File: src/rtl/ar_demux_dispatch_pkg.sv
// rtl/ar_demux_dispatch_pkg.sv - shared constants and state encoding for the demux dispatcher
package ar_demux_pkg;

  localparam int NUM_CH = 4;
  localparam int SEL_W  = 2;

  typedef enum logic [1:0] {
    IDLE = 2'd0,
    SEND = 2'd1,
    GAP  = 2'd2
  } state_t;

  function automatic int max2(input int x, input int y);
    return (x > y) ? x : y;
  endfunction

endpackage

File: src/rtl/ar_demux_dispatch_if.sv
// rtl/ar_demux_dispatch_if.sv - serial input handshake, channel readiness and demux drive signals
interface ar_demux_dispatch_if;
  import ar_demux_pkg::*;

  logic              in_bit;
  logic              in_valid;
  logic              in_ready;
  logic [NUM_CH-1:0] ch_ready;
  logic              a;
  logic [SEL_W-1:0]  sel;
  logic              enable;
  logic              burst_done;

  // master is the stream/sink side, slave is the dispatcher
  modport master (
    output in_bit, in_valid, ch_ready,
    input  in_ready, a, sel, enable, burst_done
  );

  modport slave (
    input  in_bit, in_valid, ch_ready,
    output in_ready, a, sel, enable, burst_done
  );

endinterface

File: src/rtl/ar_rr_arb4.sv
// rtl/ar_rr_arb4.sv - combinational 4-way round-robin arbiter starting after the last grant
module ar_rr_arb4
  import ar_demux_pkg::*;
(
  input  logic [NUM_CH-1:0] req,
  input  logic [SEL_W-1:0]  last,
  output logic [SEL_W-1:0]  gnt_idx,
  output logic              gnt_any
);

  logic [SEL_W-1:0] idx;

  // offset NUM_CH wraps back to last itself, so a lone requester is regranted
  always_comb begin
    gnt_idx = '0;
    gnt_any = 1'b0;
    idx     = '0;
    for (int i = 1; i <= NUM_CH; i++) begin
      idx = last + SEL_W'(i);
      if (!gnt_any && req[idx]) begin
        gnt_idx = idx;
        gnt_any = 1'b1;
      end
    end
  end

endmodule

File: src/rtl/ar_demux_dispatch.sv
// rtl/ar_demux_dispatch.sv - round-robin burst dispatcher driving a combinational 1:4 demux
module ar_demux_dispatch
  import ar_demux_pkg::*;
#(
  parameter int BURST_LEN  = 8,
  parameter int GAP_CYCLES = 1
)
(
  input  logic          clk,
  input  logic          rst,
  ar_demux_dispatch_if.slave bus
);

  localparam int CNT_W = $clog2(max2(BURST_LEN, GAP_CYCLES + 1)) + 1;
  localparam logic [CNT_W-1:0] LAST_BIT = CNT_W'(BURST_LEN - 1);
  localparam logic [CNT_W-1:0] LAST_GAP = CNT_W'((GAP_CYCLES > 0) ? GAP_CYCLES - 1 : 0);

  state_t           state, state_d;
  logic [CNT_W-1:0] count, count_d;
  logic [SEL_W-1:0] last, last_d;
  logic [SEL_W-1:0] sel_q, sel_d;
  logic             a_q, a_d;
  logic             en_q, en_d;
  logic             done_q, done_d;
  logic [SEL_W-1:0] gnt_idx;
  logic             gnt_any;
  logic             xfer;

  ar_rr_arb4 u_arb (
    .req     (bus.ch_ready),
    .last    (last),
    .gnt_idx (gnt_idx),
    .gnt_any (gnt_any)
  );

  assign bus.in_ready   = (state == SEND) && bus.ch_ready[sel_q];
  assign xfer           = bus.in_valid && bus.in_ready;
  assign bus.a          = a_q;
  assign bus.sel        = sel_q;
  assign bus.enable     = en_q;
  assign bus.burst_done = done_q;

  always_ff @(posedge clk or posedge rst) begin
    if (rst) begin
      state  <= IDLE;
      count  <= '0;
      last   <= '1;
      sel_q  <= '0;
      a_q    <= 1'b0;
      en_q   <= 1'b0;
      done_q <= 1'b0;
    end else begin
      state  <= state_d;
      count  <= count_d;
      last   <= last_d;
      sel_q  <= sel_d;
      a_q    <= a_d;
      en_q   <= en_d;
      done_q <= done_d;
    end
  end

  // enable and burst_done are strobes: they default low every cycle
  always_comb begin
    state_d = state;
    count_d = count;
    last_d  = last;
    sel_d   = sel_q;
    a_d     = a_q;
    en_d    = 1'b0;
    done_d  = 1'b0;
    case (state)
      IDLE: begin
        if (bus.in_valid && gnt_any) begin
          sel_d   = gnt_idx;
          count_d = '0;
          state_d = SEND;
        end
      end
      SEND: begin
        if (xfer) begin
          a_d  = bus.in_bit;
          en_d = 1'b1;
          if (count == LAST_BIT) begin
            last_d  = sel_q;
            done_d  = 1'b1;
            count_d = '0;
            state_d = (GAP_CYCLES == 0) ? IDLE : GAP;
          end else begin
            count_d = count + CNT_W'(1);
          end
        end
      end
      GAP: begin
        if (count == LAST_GAP) begin
          count_d = '0;
          state_d = IDLE;
        end else begin
          count_d = count + CNT_W'(1);
        end
      end
      default: begin
        count_d = '0;
        state_d = IDLE;
      end
    endcase
  end

endmodule

File: src/flat_wrapper.sv
// flat-port wrapper written by rule: the top's interface ports become plain ports
module ar_demux_dispatch_flat import ar_demux_pkg::*;
#(
  parameter int BURST_LEN  = 8,
  parameter int GAP_CYCLES = 1
)
  (clk, rst, bus_in_bit, bus_in_valid, bus_ch_ready, bus_in_ready, bus_a, bus_sel, bus_enable, bus_burst_done);
  ar_demux_dispatch_if bus_i ();
  input  logic clk;
  input  logic rst;
  input wire logic [$bits(bus_i.in_bit)-1:0] bus_in_bit;
  input wire logic [$bits(bus_i.in_valid)-1:0] bus_in_valid;
  input wire logic [$bits(bus_i.ch_ready)-1:0] bus_ch_ready;
  output wire logic [$bits(bus_i.in_ready)-1:0] bus_in_ready;
  output wire logic [$bits(bus_i.a)-1:0] bus_a;
  output wire logic [$bits(bus_i.sel)-1:0] bus_sel;
  output wire logic [$bits(bus_i.enable)-1:0] bus_enable;
  output wire logic [$bits(bus_i.burst_done)-1:0] bus_burst_done;
  assign bus_i.in_bit = bus_in_bit;
  assign bus_i.in_valid = bus_in_valid;
  assign bus_i.ch_ready = bus_ch_ready;
  assign bus_in_ready = bus_i.in_ready;
  assign bus_a = bus_i.a;
  assign bus_sel = bus_i.sel;
  assign bus_enable = bus_i.enable;
  assign bus_burst_done = bus_i.burst_done;
  ar_demux_dispatch #(.BURST_LEN(BURST_LEN), .GAP_CYCLES(GAP_CYCLES)) u_core (.clk(clk), .rst(rst), .bus(bus_i));
endmodule
File: config.mk
export PLATFORM = sky130hd
export DESIGN_NAME = ar_demux_dispatch_flat
export DESIGN_NICKNAME = d
export VERILOG_FILES = /design/src/rtl/ar_demux_dispatch_pkg.sv /design/src/rtl/ar_demux_dispatch_if.sv /design/src/rtl/ar_rr_arb4.sv /design/src/rtl/ar_demux_dispatch.sv /design/src/flat_wrapper.sv
export SDC_FILE = /design/constraint.sdc
export NUM_CORES = 1
export LEC_CHECK = 0
export ABC_AREA = 1
export CORE_MARGIN = 2
export CORE_UTILIZATION = 45
export DETAILED_ROUTE_END_ITERATION = 10
export PLACE_DENSITY = 0.68
export SLEW_MARGIN = 10
export SYNTH_ARGS = -nofsm -noshare
export SYNTH_HDL_FRONTEND = slang
export SYNTH_HIERARCHICAL = 1
export SYNTH_SLANG_ARGS = --single-unit
File: constraint.sdc
create_clock -name clk -period 2 [get_ports clk]
set_clock_uncertainty 0.05 [all_clocks]
set_input_delay 0.5 -clock clk [delete_from_list [all_inputs] [get_ports clk]]
set_output_delay 0.5 -clock clk [all_outputs]
set_load 0.02 [all_outputs]
==> flow_summary.json, run 1 <==
{
  "start_util_pct": 47.6,
  "post_route_cells_drive_above_1_share_pct": 27.5,
  "timing.rr.end": "u_core/count[0]",
  "slew_viol_final": 0,
  "nNetsFinal": 185,
  "period_minus_slack_ns": 1.87,
  "seq_power_share_pct": 28.3,
  "yosys.area.top_type": "dfrtp_1",
  "track_usage_pct": 19.7,
  "critPathKind": "register to register",
  "p_per_area_nw_per_um2": 1010,
  "worst_slew_pin_slew_ns": 0.502,
  "drt-pass1-iter-count": 4,
  "hold_buffers": 0,
  "place_congestion": 0.896,
  "r2r_setup_slack_ns": 0.13,
  "combPwrFrac_pct": 59.7,
  "hold_end": "u_core/bus.a",
  "fin_ws_ns": 0.134,
  "vdd_drop_max_uv": 720,
  "finalSetupTns_ns": 0,
  "io_buffers": 13,
  "switching_share_pct": 46.3,
  "grtUsageMet3_pct": 4.86,
  "grt_busiest_layer": "met2",
  "crit_start": "u_core/last[0]",
  "ys_seq_area_share_pct": 31.1,
  "status": "completed",
  "synth-compound-area-share_pct": 8.19,
  "p_leak_nw": 0.699,
  "slowest_stage": "dfstp_2",
  "clock.fmax_ghz": 0.536,
  "final-hold-violation-count": 0,
  "regArea_um2": 328,
  "cts_buffer_depth": 2,
  "hp-start": "u_core/bus.a",
  "critPathArrivalTime_ns": 2.03,
  "avgSynthCellArea_um2": 7.37,
  "drc": 0,
  "dp_hpwl_um": 1720,
  "drt_wl_total_um": 2270,
  "grt.met1_usage_pct": 26.6,
  "period_share_pct": 93.3,
  "htreeDepth": 1,
  "worstReg2RegStart": "u_core/last[0]",
  "synth_top_family_by_area": "simple AND/OR/NAND/NOR gates",
  "grt_overflow": 0,
  "critPathCaptureType": "register",
  "antenna_found_initial": 0,
  "path_max_fanout": 11,
  "row_count": 17,
  "cts_root_buf": "clkbuf_4",
  "grt_max_degree": 14,
  "synth_fa_ha_area_share_pct": 5.94,
  "cts_tree": "built",
  "ys.flop_type": "dfrtp_1",
  "n_antenna_cell": 0,
  "synth_cells": 143,
  "multi_input_area_um2": 649,
  "yosysTopAreaCellShare_pct": 26.1,
  "setup_violations": 0,
  "core-area_um2": 2210,
  "intPower_mw": 0.732,
  "numCtsBuffers": 3,
  "num_vias": 1003,
  "drtAntennaViolNets": 0,
  "clk_pin_slew_worst_paths_ns": 0.08,
  "pre_cts_slack_ns": -0.486,
  "min_path_cells": 2,
  "crit_required_ns": 2.16,
  "netSwitchingPower_mw": 0.632,
  "worst-r2r-cell-count": 11,
  "fillers": 219,
  "clk_latency_ns": 0.28,
  "hold_path_class": "register to register",
  "ys_ff_latch": 13,
  "yosysUniqueCellTypes": 21,
  "die_height_um": 52.4,
  "syn-num-nets": 156,
  "vias_per_cell": 5.04,
  "synthArstFlopShare_pct": 100,
  "area_growth_pct": 27.8,
  "dpl_cell_area_um2": 1290,
  "max_stage_delay_ns": 0.55,
  "synth_edf_count": 0,
  "use_met2_pct": 29.8,
  "yosys.area_share.simple_pct": 44.9,
  "die_w_um": 52.4,
  "worstPathCellList": "buf_4, nand2_1, nand2_1, nand3_1, nand2_1, nand4_1, nand2_1, nand2_2, nand2_4, nand2_1, o21ai_2",
  "drt_iter0_drc": 14,
  "grt_pass1_wl_um": 3950,
  "pin_count": 14,
  "cp-start-kind": "register",
  "syn_area_um2": 1050,
  "cts.sinks": 13,
  "synthTopCellsByCount": "nand2_1, inv_1, nand3_1",
  "yosysWarnings": 6,
  "muxShareOfSynthArea_pct": 0,
  "drt-wirelength-per-cell_um": 11.4,
  "relSlewSlack_pct": 66.5,
  "clockPowerShare_pct": 12.0,
  "drv_cap": 0,
  "synthTopCellsByArea": "dfrtp_1, nand2_1, nand3_1",
  "dieArea_um2": 2740,
  "design_area_um2": 1350,
  "yosysMostFrequentCell": "nand2_1",
  "grt_pass1_vias": 929,
  "synth_xor_area_share_pct": 1.66,
  "cpMostUsedCell": "nand2_1",
  "hold_ws_ns": 0.448
}
[critical path: cells and delay by family (launching register included)]
family / cells / cell delay (ns)
AND/OR/NAND/NOR: 9 / 0.97
AO/OA/AOI/OAI: 1 / 0.06
buffers and inverters: 1 / 0.18
flip-flops: 1 / 0.55
[power by group through the flow]
| stage | logic (mW) | registers, mW | clock network [mW] |
|---|---|---|---|
| global placement | 0.787 | 0.387 | 0 |
| finish | 0.814 | 0.387 | 0.164 |
| global route | 0.912 | 0.398 | 0.185 |
| detailed placement | 0.802 | 0.389 | 0 |
| floorplan | 0.511 | 0.424 | 0 |
| CTS | 0.811 | 0.386 | 0.171 |
[cells in the final DEF, fill, tap and decap left out]
cell and n:
a21oi_1 4, buf_12 1, buf_4 11, buf_6 1, clkbuf_1 1, clkbuf_4 3, clkdlybuf4s50_1 8, dfrtp_1 11
dfstp_2 2, dlygate4sd2_1 4, ha_1 5, inv_1 16, inv_2 5, nand2_1 45, nand2_2 7, nand2_4 5
nand3_1 15, nand3_2 4, nand3_4 1, nand4_1 5, nor2_1 5, nor2_4 1, nor2_8 1, o21a_1 3
o21ai_2 5, xnor2_1 1, xor2_1 1
[repair_timing]
action                     in CTS  in global routing
gates resized for setup        10                  4
pin swaps                       2                  1
setup endpoints to repair       5                  6
buffers inserted                0                  1
[worst max path at each step]
| stage | end | slack (ns) |
|---|---|---|
| final | u_core/count[0] | 0.13 |
| after global routing | u_core/count[0] | -0.06 |
| after CTS | u_core/count[0] | 0.08 |
| after detailed placement | bus_in_ready | -0.49 |
| after global placement | bus_in_ready | -0.48 |
| after floorplan | u_core/count[0] | 0.27 |
[cells by family (layout without fill, tap and decap cells)]
family / after synthesis / in the layout
fa+ha+maj: 5 / 5
buf+inv: 22 / 50
flops: 13 / 13
simple gates: 89 / 89
compound gates: 12 / 12
xor+xnor: 2 / 2
[state kept, by name, indices dropped and copies added (netlist names)]
name	cells
u_core/bus.burst_done	1
u_core/bus.sel	2
u_core/count	4
u_core/bus.enable	1
u_core/state	2
u_core/last	2
u_core/bus.a	1
[stage by stage]
stage | utilization, % | std cells | power [mW]
6_report | 60.9 | 199 | 1.36
5_1_grt | 60.9 | 199 | 1.49
4_1_cts | 59.5 | 198 | 1.37
3_5_place_dp | 58.5 | 194 | 1.19
3_3_place_gp | 58.5 | 194 | 1.17
2_1_floorplan | - | 143 | 0.935
[area by class of cell]
type / instances / share of cell area [%]
Timing Repair Buffer: 25 / 17.0
Clock buffer: 4 / 1.95
Multi-Input combinational cell: 108 / 48.2
Sequential cell: 13 / 24.3
Tap cell: 28 / 2.60
Inverter: 21 / 5.86
[layer usage]
metal	wire, um	vias to the layer above
met3	149	5
met4	34	0
li1	-	514
met1	1050	459
met5	0	-
met2	1030	25
(Power assumes the default switching activity.)
==> run 2, diff against run 1 <==
Settings changed: GPL_ROUTABILITY_DRIVEN set to 0, PLACE_DENSITY 0.68 to 0.69, SYNTH_HIERARCHICAL 1 to not set.
==> run 2 against run 1 <==
Against the previous run:
- final cell count increased by 1.0%
- sequential cell count unchanged
- utilization increased by 0.098 points
- critical path depth down 9
- non-clock buffer count up 3
- via count shrank 4.6%
- routed wire length is 8.1% lower
==> flow_summary.json, run 2 <==
{
  "cts_tree": "built",
  "drtAntennaViolNets": 0,
  "worstPathCellList": "buf_4, clkdlybuf4s50_1",
  "synthTopCellsByArea": "dfrtp_1, nand2_1, inv_1",
  "dieArea_um2": 2670,
  "clk_pin_slew_worst_paths_ns": 0.09,
  "hold_path_class": "register to register",
  "cp-start-kind": "register",
  "status": "completed",
  "drt-pass1-iter-count": 5,
  "grt_overflow": 0,
  "relSlewSlack_pct": 67.0,
  "htreeDepth": 1,
  "ys.flop_type": "dfrtp_1",
  "ys_seq_area_share_pct": 32.1,
  "slew_viol_final": 0,
  "vdd_drop_max_uv": 625,
  "largest_reg_flops": 4,
  "drc": 0,
  "regArea_um2": 328,
  "drt_wl_total_um": 2090,
  "synth_edf_count": 0,
  "max_stage_delay_ns": 0.58,
  "post_route_cells_drive_above_1_share_pct": 27.2,
  "grt_pass1_vias": 881,
  "row_count": 17,
  "drv_cap": 0,
  "crit_required_ns": 1.45,
  "syn-num-nets": 155,
  "drt_iter0_drc": 16,
  "num_vias": 957,
  "seq_power_share_pct": 28.8,
  "clock.fmax_ghz": 0.510,
  "yosysUniqueCellTypes": 21,
  "intPower_mw": 0.724,
  "fin_util_pct": 61.0,
  "path_max_fanout": 4,
  "synthTopCellsByCount": "nand2_1, inv_1, dfrtp_1",
  "period_share_pct": 98.0,
  "worst_slew_pin_slew_ns": 0.494,
  "combPwrFrac_pct": 57.8,
  "yosysMostFrequentCell": "nand2_1",
  "largest-register": "u_core.count",
  "clockPowerShare_pct": 13.3,
  "rsz0062_at_grt": "false",
  "cts_root_buf": "clkbuf_4",
  "grt_max_degree": 14,
  "critPathCaptureType": "output port",
  "fillers": 200,
  "nNetsFinal": 187,
  "postCtsSetupBuffers": 0,
  "layout_commonest_cell": "nand2_1",
  "hold_buffers": 0,
  "antenna_found_initial": 0,
  "n_antenna_cell": 0,
  "yosysWarnings": 0,
  "setup_violations": 0,
  "p_leak_nw": 0.732,
  "slowest_stage": "clkdlybuf4s50_1",
  "dp_hpwl_um": 1700,
  "clk_latency_ns": 0.29,
  "start_util_pct": 47.1,
  "ys_ff_latch": 13,
  "synthArstFlopShare_pct": 100,
  "track_usage_pct": 18.6,
  "critPathKind": "register to output port",
  "yosysTopAreaCellShare_pct": 26.9,
  "numCtsBuffers": 3,
  "period_minus_slack_ns": 1.96,
  "final_cell_mix": "nand2_1, inv_1, buf_4",
  "die_height_um": 51.7,
  "cts_buffer_depth": 2,
  "core-area_um2": 2170,
  "die_w_um": 51.7,
  "multi_input_area_um2": 603,
  "p_per_area_nw_per_um2": 974,
  "vias_per_cell": 4.76,
  "grt_pass1_wl_um": 3570,
  "syn_area_um2": 1020,
  "yosys.area.top_type": "dfrtp_1",
  "finalSetupTns_ns": 0,
  "drt-wirelength-per-cell_um": 10.4,
  "r2r_setup_slack_ns": 0.20,
  "io_buffers": 13,
  "area_growth_pct": 29.4,
  "pin_count": 14,
  "synth_cells": 142,
  "switching_share_pct": 43.8,
  "cts.sinks": 13,
  "final-hold-violation-count": 0,
  "netSwitchingPower_mw": 0.564,
  "avgSynthCellArea_um2": 7.20,
  "critPathArrivalTime_ns": 1.41
}
-- run 2: final timing paths --
path | startpoint | end | cells after the start
worst max-delay path | u_core.bus.sel[1] | bus_sel[1] | 2
worst min-delay path | u_core.bus.a | u_core.bus.a | 2
worst max register to register | u_core.last[0] | u_core.bus.sel[0] | 11
worst min register to register | u_core.bus.a | u_core.bus.a | 2
max in group asynchronous | rst | u_core.last[1] | 2
min in group asynchronous | rst | u_core.bus.enable | 2
-- run 2: layer usage --
layer	up-vias	GRT usage, %	routed length, um
li1	510	-	-
met1	430	18.9	876
met2	13	34.4	1100
met3	4	2.59	46
met4	0	13.2	64
met5	-	0	0
-- run 2: power by group through the flow --
stage | Combinational [mW] | Clock [mW] | Sequential (mW)
after floorplan | 0.430 | 0 | 0.408
after global placement | 0.739 | 0 | 0.376
after detailed placement | 0.751 | 0 | 0.375
after CTS | 0.758 | 0.178 | 0.371
after global routing | 0.832 | 0.190 | 0.381
final | 0.745 | 0.172 | 0.371
-- run 2: logic make-up (layout without fill, tap and decap cells) --
group | after synthesis | in the layout | share of synthesized area [%]
buffers and inverters | 22 | 53 | 9.30
AND/OR/NAND/NOR | 88 | 88 | 43.3
adder cells (fa/ha/maj) | 5 | 5 | 6.12
AO/OA/AOI/OAI | 14 | 14 | 9.18
flip-flops | 13 | 13 | 32.1
-- run 2: worst max-delay path, delay by kind of cell (launching register included) --
family,cells,cell delay (ns)
buf+inv,2,0.71
flops,1,0.41
-- run 2: area by class of cell --
cell class,count,area share [%]
clock inverters,1,0.378
well taps,28,2.65
multi-input cells,107,45.6
clock buffers,3,1.70
inverters,21,6.34
flip-flops and latches,13,24.8
repair buffers,28,18.5
-- run 2: repair_timing --
| item | CTS | global route |
|---|---|---|
| endpoints found under the setup margin | 1 | 2 |
| gates resized for setup | 9 | 3 |
| pin swaps | 1 | 1 |
-- run 2: stage by stage --
step | power [mW] | hold WS [ns] | instances | cell area (um2) | setup WS, ns
2_1_floorplan | 0.838 | 0.326 | 142 | 1020 | 0.120
3_3_place_gp | 1.11 | 0.410 | 197 | 1290 | -0.626
3_5_place_dp | 1.13 | 0.416 | 197 | 1290 | -0.631
4_1_cts | 1.31 | 0.438 | 201 | 1320 | 0.00769
5_1_grt | 1.40 | 0.499 | 201 | 1320 | 0.00250
6_report | 1.29 | 0.434 | 201 | 1320 | 0.0397
==> run 3, diff against run 2 <==
Settings changed: CORE_UTILIZATION 45 to 53, CTS_CLUSTER_DIAMETER set to 200, PLACE_DENSITY 0.69 to 0.79.
==> run 3 against run 2 <==
Against the previous run:
- count of clock-buffer cells in the layout rose by 1
- die area shrank 14%
- total power fell by 1.0%
- final area fell by 1.5%
- sequential cell count is the same
- sequential power up 2%
- sequential share of layout area increased by 0.48 points
- non-clock buffer count fell by 1
- critical path type is now input pin to output port
- largest cell class unchanged
==> flow_summary.json, run 3 (synthesis gave the netlist of run 2 again) <==
{
  "r2r_setup_slack_ns": 0.25,
  "critPathKind": "input pin to output port",
  "drt_wl_total_um": 2130,
  "clock.fmax_ghz": 0.528,
  "final_cell_mix": "nand2_1, inv_1, buf_4",
  "layout_commonest_cell": "nand2_1",
  "die_w_um": 47.9,
  "die_height_um": 47.9,
  "clk_pin_slew_worst_paths_ns": 0.08,
  "worst_slew_pin_slew_ns": 0.489,
  "crit_required_ns": 1.45,
  "drc": 0,
  "nNetsFinal": 186,
  "track_usage_pct": 21.2,
  "io_buffers": 13,
  "htreeDepth": 1,
  "slowest_stage": "dlygate4sd2_1",
  "p_leak_nw": 0.720,
  "drt_iter0_drc": 16,
  "worstPathCellList": "dlygate4sd2_1, inv_1, a21oi_1, o21ai_1, a21oi_1, buf_4",
  "finalPower_mw": 1.28,
  "grt_overflow": 0,
  "cts_tree": "built",
  "max_stage_delay_ns": 0.22,
  "core-area_um2": 1760,
  "crit_family": "buffers and inverters",
  "vdd_drop_max_uv": 691,
  "drt-pass1-iter-count": 4,
  "critPathArrivalTime_ns": 1.35,
  "period_share_pct": 94.8,
  "dp_hpwl_um": 1730,
  "antenna_found_initial": 0,
  "rsz0062_at_grt": "false",
  "cp-start-kind": "input pin",
  "slew_viol_final": 0,
  "crit_start": "bus_ch_ready[1]",
  "cp_num_cells": 6,
  "start_util_pct": 57.9,
  "postCtsSetupBuffers": 0,
  "largest-register": "u_core.count",
  "cts_buffer_depth": 2,
  "clk_latency_ns": 0.28,
  "setup_violations": 0,
  "fillers": 159,
  "finalSetupTns_ns": 0,
  "dpl_cell_area_um2": 1280,
  "hp-start": "u_core.bus.a",
  "design_area_um2": 1300,
  "num_vias": 972,
  "grt_max_degree": 14,
  "cp-endpoint": "bus_in_ready",
  "cpMostUsedCell": "a21oi_1",
  "drt-wirelength-per-cell_um": 10.8,
  "drv_cap": 0,
  "row_count": 15,
  "cts.sinks": 13,
  "cts_root_buf": "clkbuf_4",
  "critPathCaptureType": "output port",
  "drtAntennaViolNets": 0,
  "worstReg2RegStart": "u_core.last[0]",
  "grt_pass1_vias": 853,
  "relSlewSlack_pct": 67.3,
  "status": "completed",
  "p_per_area_nw_per_um2": 979,
  "timing.rr.end": "u_core.bus.sel[0]",
  "grt_pass1_wl_um": 3310,
  "hold_path_class": "register to register",
  "pin_count": 14,
  "worst-r2r-cell-count": 11,
  "dieArea_um2": 2300,
  "numCtsBuffers": 3,
  "final-hold-violation-count": 0,
  "path_max_fanout": 2,
  "area_growth_pct": 27.4,
  "vias_per_cell": 4.93,
  "largest_reg_flops": 4,
  "post_route_cells_drive_above_1_share_pct": 26.2,
  "n_antenna_cell": 0,
  "period_minus_slack_ns": 1.90,
  "critical_path_buf_inv_count": 3
}
## run 3: cell count changes in the layout (fill, tap and decap cells not counted), sizes merged
cell,before,now
buf,16,15
clkbuf,3,4
clkdlybuf4s50,7,6
clkinv,1,0
dlygate4sd2,2,4
dlymetal6s2s,3,2
## run 3: worst min-delay path by stage
| stage | slack (ns) | cells after the start | endpoint |
|---|---|---|---|
| global placement | 0.41 | 2 | u_core.bus.a |
| detailed placement | 0.43 | 2 | u_core.bus.a |
| floorplan | 0.33 | 1 | u_core.bus.a |
| finish | 0.44 | 2 | u_core.bus.a |
| CTS | 0.45 | 2 | u_core.bus.a |
| global route | 0.49 | 2 | u_core.bus.a |
## run 3: final cells by class
type / count / area (um2) / area share, %
multi-input cells: 107 / 599 / 46.0
flip-flops and latches: 13 / 329 / 25.3
repair buffers: 27 / 233 / 17.9
inverters: 21 / 83.8 / 6.44
well taps: 25 / 31.3 / 2.40
clock buffers: 4 / 26.3 / 2.02
## run 3: worst register-to-register path: cells and delay by family (launching register included)
family	cells	cell delay, ns
DFF	1	0.65
and+or+nand+nor	9	0.80
buffers and inverters	2	0.15
## run 3: power by group
group / leakage [nW] / total, mW / switching, mW / internal (mW)
logic: 0.539 / 0.733 / 0.413 / 0.319
clock network: 0.0150 / 0.165 / 0.0875 / 0.0775
registers: 0.167 / 0.378 / 0.0548 / 0.323
## run 3: layer usage
layer	vias to the layer above	track usage [%]	routed length, um
met3	5	2.26	49
met5	-	0	0
met2	12	41.9	1150
li1	510	-	-
met1	445	21.9	891
met4	0	9.73	38
## run 3: what timing repair did
| action | CTS | global route |
|---|---|---|
| gates resized for setup | 11 | 2 |
| endpoints found under the hold margin | 0 | 0 |
| hold buffers | 0 | 0 |
| setup endpoints to repair | 2 | 2 |
| pin swaps | 1 | 0 |
## run 3: through the flow
stage          setup slack [ns]  hold WS [ns]  utilization (%)  std cells
3_5_place_dp             -0.620         0.427             72.4        193
6_report                  0.104         0.438             73.8        197
3_3_place_gp             -0.609         0.411             72.4        193
4_1_cts                  0.0332         0.449             73.5        197
5_1_grt                  0.0201         0.493             73.8        197
2_1_floorplan             0.120         0.326                -        142
